==> src/rtl/uart_pkg.sv <==
// Shared UART definitions: FSM state encodings and default frame parameters
// used by both the receiver and the transmitter.
package uart_pkg;

  typedef enum logic [1:0] {
    IDLE  = 2'b00,
    START = 2'b01,
    DATA  = 2'b10,
    STOP  = 2'b11
  } uart_state_t;

  localparam int NBIT_DATA_DEF = 8;
  localparam int NUM_TICKS_DEF = 16;

  // Counter width for a count of n values, never narrower than one bit.
  function automatic int cnt_width(input int n);
    return (n > 1) ? $clog2(n) : 1;
  endfunction

endpackage

==> src/rtl/uart_sync2.sv <==
// Two-flop synchronizer for the asynchronous serial line; resets to the idle
// (mark) level so no false start bit is seen coming out of reset.
module uart_sync2 (
  input  logic clk,
  input  logic reset,
  input  logic d,
  output logic q
);

  logic meta;

  always_ff @(posedge clk or posedge reset) begin
    if (reset) begin
      meta <= 1'b1;
      q    <= 1'b1;
    end else begin
      meta <= d;
      q    <= meta;
    end
  end

endmodule

==> src/rtl/uart_rx.sv <==
// Oversampling UART receiver: start-bit qualification at mid-bit, LSB-first
// data capture, stop-bit check, and a one-entry output holding register.
module uart_rx
  import uart_pkg::*;
#(
  parameter int NBIT_DATA = NBIT_DATA_DEF,
  parameter int NUM_TICKS = NUM_TICKS_DEF
) (
  input  logic                 clk,
  input  logic                 reset,
  input  logic                 tick,
  input  logic                 rx_bit,
  input  logic                 rd,
  output logic [NBIT_DATA-1:0] data_out,
  output logic                 data_valid,
  output logic                 rx_done_tick,
  output logic                 frame_error,
  output logic                 overrun
);

  localparam int TW = cnt_width(NUM_TICKS);
  localparam int BW = cnt_width(NBIT_DATA);
  localparam logic [TW-1:0] TICK_MID  = TW'(NUM_TICKS / 2 - 1);
  localparam logic [TW-1:0] TICK_LAST = TW'(NUM_TICKS - 1);
  localparam logic [BW-1:0] BIT_LAST  = BW'(NBIT_DATA - 1);

  uart_state_t          state;
  logic [TW-1:0]        tick_cnt;
  logic [BW-1:0]        bit_cnt;
  logic [NBIT_DATA-1:0] shreg;
  logic                 rx;

  uart_sync2 u_sync (
    .clk   (clk),
    .reset (reset),
    .d     (rx_bit),
    .q     (rx)
  );

  always_ff @(posedge clk or posedge reset) begin
    if (reset) begin
      state        <= IDLE;
      tick_cnt     <= '0;
      bit_cnt      <= '0;
      shreg        <= '0;
      data_out     <= '0;
      data_valid   <= 1'b0;
      rx_done_tick <= 1'b0;
      frame_error  <= 1'b0;
      overrun      <= 1'b0;
    end else begin
      rx_done_tick <= 1'b0;
      frame_error  <= 1'b0;
      // A completing good frame below overrides this read-clear.
      if (rd)
        data_valid <= 1'b0;
      if (tick) begin
        case (state)
          IDLE: begin
            if (!rx) begin
              state    <= START;
              tick_cnt <= '0;
            end
          end
          START: begin
            if (tick_cnt == TICK_MID) begin
              if (!rx) begin
                state    <= DATA;
                tick_cnt <= '0;
                bit_cnt  <= '0;
              end else begin
                state <= IDLE;
              end
            end else begin
              tick_cnt <= tick_cnt + TW'(1);
            end
          end
          DATA: begin
            if (tick_cnt == TICK_LAST) begin
              tick_cnt <= '0;
              shreg    <= {rx, shreg[NBIT_DATA-1:1]};
              if (bit_cnt == BIT_LAST)
                state <= STOP;
              else
                bit_cnt <= bit_cnt + BW'(1);
            end else begin
              tick_cnt <= tick_cnt + TW'(1);
            end
          end
          STOP: begin
            if (tick_cnt == TICK_LAST) begin
              state    <= IDLE;
              tick_cnt <= '0;
              if (rx) begin
                data_out     <= shreg;
                data_valid   <= 1'b1;
                rx_done_tick <= 1'b1;
                if (data_valid && !rd)
                  overrun <= 1'b1;
              end else begin
                frame_error <= 1'b1;
              end
            end else begin
              tick_cnt <= tick_cnt + TW'(1);
            end
          end
          default: begin
            state    <= IDLE;
            tick_cnt <= '0;
            bit_cnt  <= '0;
          end
        endcase
      end
    end
  end

endmodule

==> config.mk <==
export PLATFORM = sky130hd
export DESIGN_NAME = uart_rx
export DESIGN_NICKNAME = d
export VERILOG_FILES = /design/src/rtl/uart_pkg.sv /design/src/rtl/uart_sync2.sv /design/src/rtl/uart_rx.sv
export SDC_FILE = /design/constraint.sdc
export NUM_CORES = 1
export LEC_CHECK = 0
export CAP_MARGIN = 0
export CORE_MARGIN = 4
export CORE_UTILIZATION = 54
export CTS_BUF_LIST = sky130_fd_sc_hd__clkbuf_16
export DETAILED_ROUTE_END_ITERATION = 8
export PLACE_DENSITY = 0.88
export SLEW_MARGIN = 5
export SYNTH_ARGS = -nofsm -noshare
export SYNTH_HDL_FRONTEND = slang
export SYNTH_HIERARCHICAL = 1
export SYNTH_SLANG_ARGS = --single-unit
==> constraint.sdc <==
create_clock -name clk -period 1.95 [get_ports clk]
set_input_delay 0.2925 -clock clk [delete_from_list [all_inputs] [get_ports clk]]
set_output_delay 0.2925 -clock clk [all_outputs]
set_load 0.01 [all_outputs]
==> flow_summary_export.csv <==
group,metric,value,unit
status,status,"finished, final reports clean",
clock_tree,clk_path_buf_depth,2,
clock_tree,cts_tree,"done",
yosys,ys_async_sr_fraction,100,%
floorplan,io_pins,17,
yosys,syn_nets,120,
place,placed_area,1650,sq um
finish,nNetsFinal,146,
finish,layout.cells.non_filler,169,
clock_tree,clock_sinks,31,
global_route,global_route.overflow_total,0,
finish,drive_above_1_share,27.3,%
yosys,synth_flop_cell,"dfrtp_1",
finish,num_antenna_cells,0,
detailed_routing,wl_per_cell,15.1,microns
sta,fin_setup_tns,0,ns
clock_tree,htreeDepth,2,
detailed_routing,finalWirelength,2560,microns
pwr,p_int,1.51,mW
sta,rsz0062_at_grt,"false",
sta,post-route-period-util,91.7,%
detailed_routing,dr.pass1.iters,4,
floorplan,fp-row-count,18,
sta,hold_viol_final,0,
sta,final-setup-viol-count,0,
yosys,ys_types,35,
clock_tree,clk_latency,0.28,ns
finish,final_cell_mix,"dfrtp_1 (29), clkdlybuf4s50_1 (16), o21ai_0 (10)",
yosys,synth_edf_count,0,
place,portBuffers,16,
place,place.gp.congestion,0.778,
place,placed_cells,161,
critical_path,required,2.10,ns
clock_tree,root_buffer,"clkbuf_16",
sta,fmax,0.559,GHz
yosys,syn_area,1400,sq um
detailed_routing,drtIter0Drc,19,
yosys,syn_area_per_cell,12.5,sq um
finish,design_area,1820,sq um
finish,final_util,73.3,%
place,dpl.hpwl,1650,microns
pwr,combPwrFrac,17.7,%
detailed_routing,vias_per_cell,5.69,
critical_path,crit_fanout,8,
floorplan,die_w,58.9,microns
sta,slew-limit-headroom,63.1,%
sta,fin_crit,1.79,ns
pwr,p_leak,0.853,nW
worst_hold_path,hold_class,"flop to flop",
yosys,synthCells,112,
global_route,grt_max_degree,30,
clock_tree,cts_buffers,5,
critical_path,critPathArrivalTime,1.94,ns
yosys,ys_seq_area_share,55.6,%
floorplan,core_area,2480,sq um
pwr,powerDensity,1160,nW/um^2
floorplan,die_area,3470,sq um
floorplan,start_util,56.5,%
global_route,antenna_found_initial,0,
sta,finClkSkew,0.00344,ns
global_route,grt_pass1_vias,950,
critical_path,crit_type,"flop to flop",
yosys,synth_warnings,6,
finish,area_delta_synth_final,29.8,%
global_route,grt_pass1_wl,4490,microns
critical_path,cp-start-kind,"flop",
sta,worstMarginPinSlew,0.548,ns
pwr,switching_share,28.5,%
sta,drv_slew,0,
detailed_routing,route.vias.total,961,
detailed_routing,antenna_left,0,
yosys,ys_seq_elements,31,
finish,final_common_cell,"dfrtp_1",
pwr,total_power,2.11,mW
critical_path,end_kind,"flop",
pwr,power.share.clock,41.1,%
pwr,seqPwrFrac,41.1,%
detailed_routing,drc_errors,0,
flow_run,cap_viol_max_count,0,
pwr,peakVddDrop,1070,uV
floorplan,dieHeight,58.9,microns
pwr,power_switching,0.601,mW
clock_tree,clkTransAtPathRegs,0.05,ns
global_route,grtUsageTotal,17.9,%
clock_tree,postCtsHoldBufs,0,
==> metal layers <==
| metal | wire length [microns] | vias to the layer above | track usage (%) | share of wire [%] |
|---|---|---|---|---|
| met3 | 133 | 2 | 7.24 | 5.2 |
| met2 | 1280 | 24 | 26.3 | 50 |
| met1 | 1110 | 484 | 23.9 | 43 |
| met5 | 0 | - | 0 | 0 |
| met4 | 31 | 0 | 6.15 | 1.2 |
| li1 | - | 451 | - | - |
==> registers in the layout (all words and copies together) (netlist names), named ones only <==
signal,count
data_out,8
shreg,8
tick_cnt,4
bit_cnt,3
data_valid,1
frame_error,1
overrun,1
rx_done_tick,1
state,1
u_sync/meta,1
u_sync/q,1
==> final cells by class <==
cell class,count,area [sq um]
well taps,30,37.5
flip-flops and latches,31,778
repair buffers,24,245
multi-input cells,69,566
inverters,7,26.3
fillers,156,661
clock inverters,3,38.8
clock buffers,5,125
==> repair_timing <==
action	CTS	global route
setup endpoints to repair	0	8
resized for setup	0	1
buffers inserted	0	0
==> metrics by stage <==
stage	setup WS, ns	hold slack, ns
2_1_floorplan	0.274	0.204
3_3_place_gp	0.0397	0.347
3_5_place_dp	-0.0103	0.347
4_1_cts	0.120	0.361
5_1_grt	0.0252	0.362
6_report	0.162	0.361
==> cell families after synthesis <==
group                    count (synthesis)  share of synthesized area [%]
flip-flops                              31                           55.6
AND/OR/NAND/NOR                         25                           11.4
AO/OA/AOI/OAI                           23                           10.0
multiplexers                            17                           15.5
buffers and inverters                   12                           4.20
adder cells (fa/ha/maj)                  3                           2.68
XOR/XNOR                                 1                          0.626
==> Yosys cell counts, types with 2 or more instances <==
library cell,count,area share (%)
o21ai_0,10,3.6
mux2_2,9,7.2
a31oi_1,3,1.3
a21oi_1,3,1.1
nor2_1,2,0.54
nand2_1,6,1.6
inv_1,7,1.9
nand3_1,2,0.71
nand4_1,2,0.89
nand2b_1,2,0.89
ha_1,3,2.7
buf_2,2,0.71
mux2_4,7,7.5
nor3_1,2,0.71
nand3b_1,2,1.1
o21a_1,2,1.1
dfrtp_1,29,52
dfstp_2,2,3.8
==> worst max-delay path, stage by stage, from the launching register on <==
cell and delay (ns):
dfrtp_1 0.41, ha_2 0.26, nand2_1 0.09, nor3_1 0.19
and3_1 0.23, buf_12 0.13, mux2_2 0.34
==> worst paths after layout <==
check / start / endpoint / slack (ns) / cells past startpoint
hold reg to reg: u_sync/meta / u_sync/q / 0.36 / 0
setup reg to reg: tick_cnt[0] / shreg[0] / 0.16 / 6
max in group asynchronous: reset / shreg[0] / 1.27 / 3
min in group asynchronous: reset / u_sync/meta / 0.37 / 2
hold / removal: u_sync/meta / u_sync/q / 0.36 / 0
setup / recovery: tick_cnt[0] / shreg[0] / 0.16 / 6
==> power groups by stage <==
stage	registers, mW	logic, mW	clock network, mW
after floorplan	0.793	0.349	0
after global placement	0.864	0.351	0
after detailed placement	0.870	0.366	0
after CTS	0.861	0.373	0.885
after global routing	0.886	0.432	0.904
final	0.867	0.373	0.867
Power figures use the tool's default switching activity.
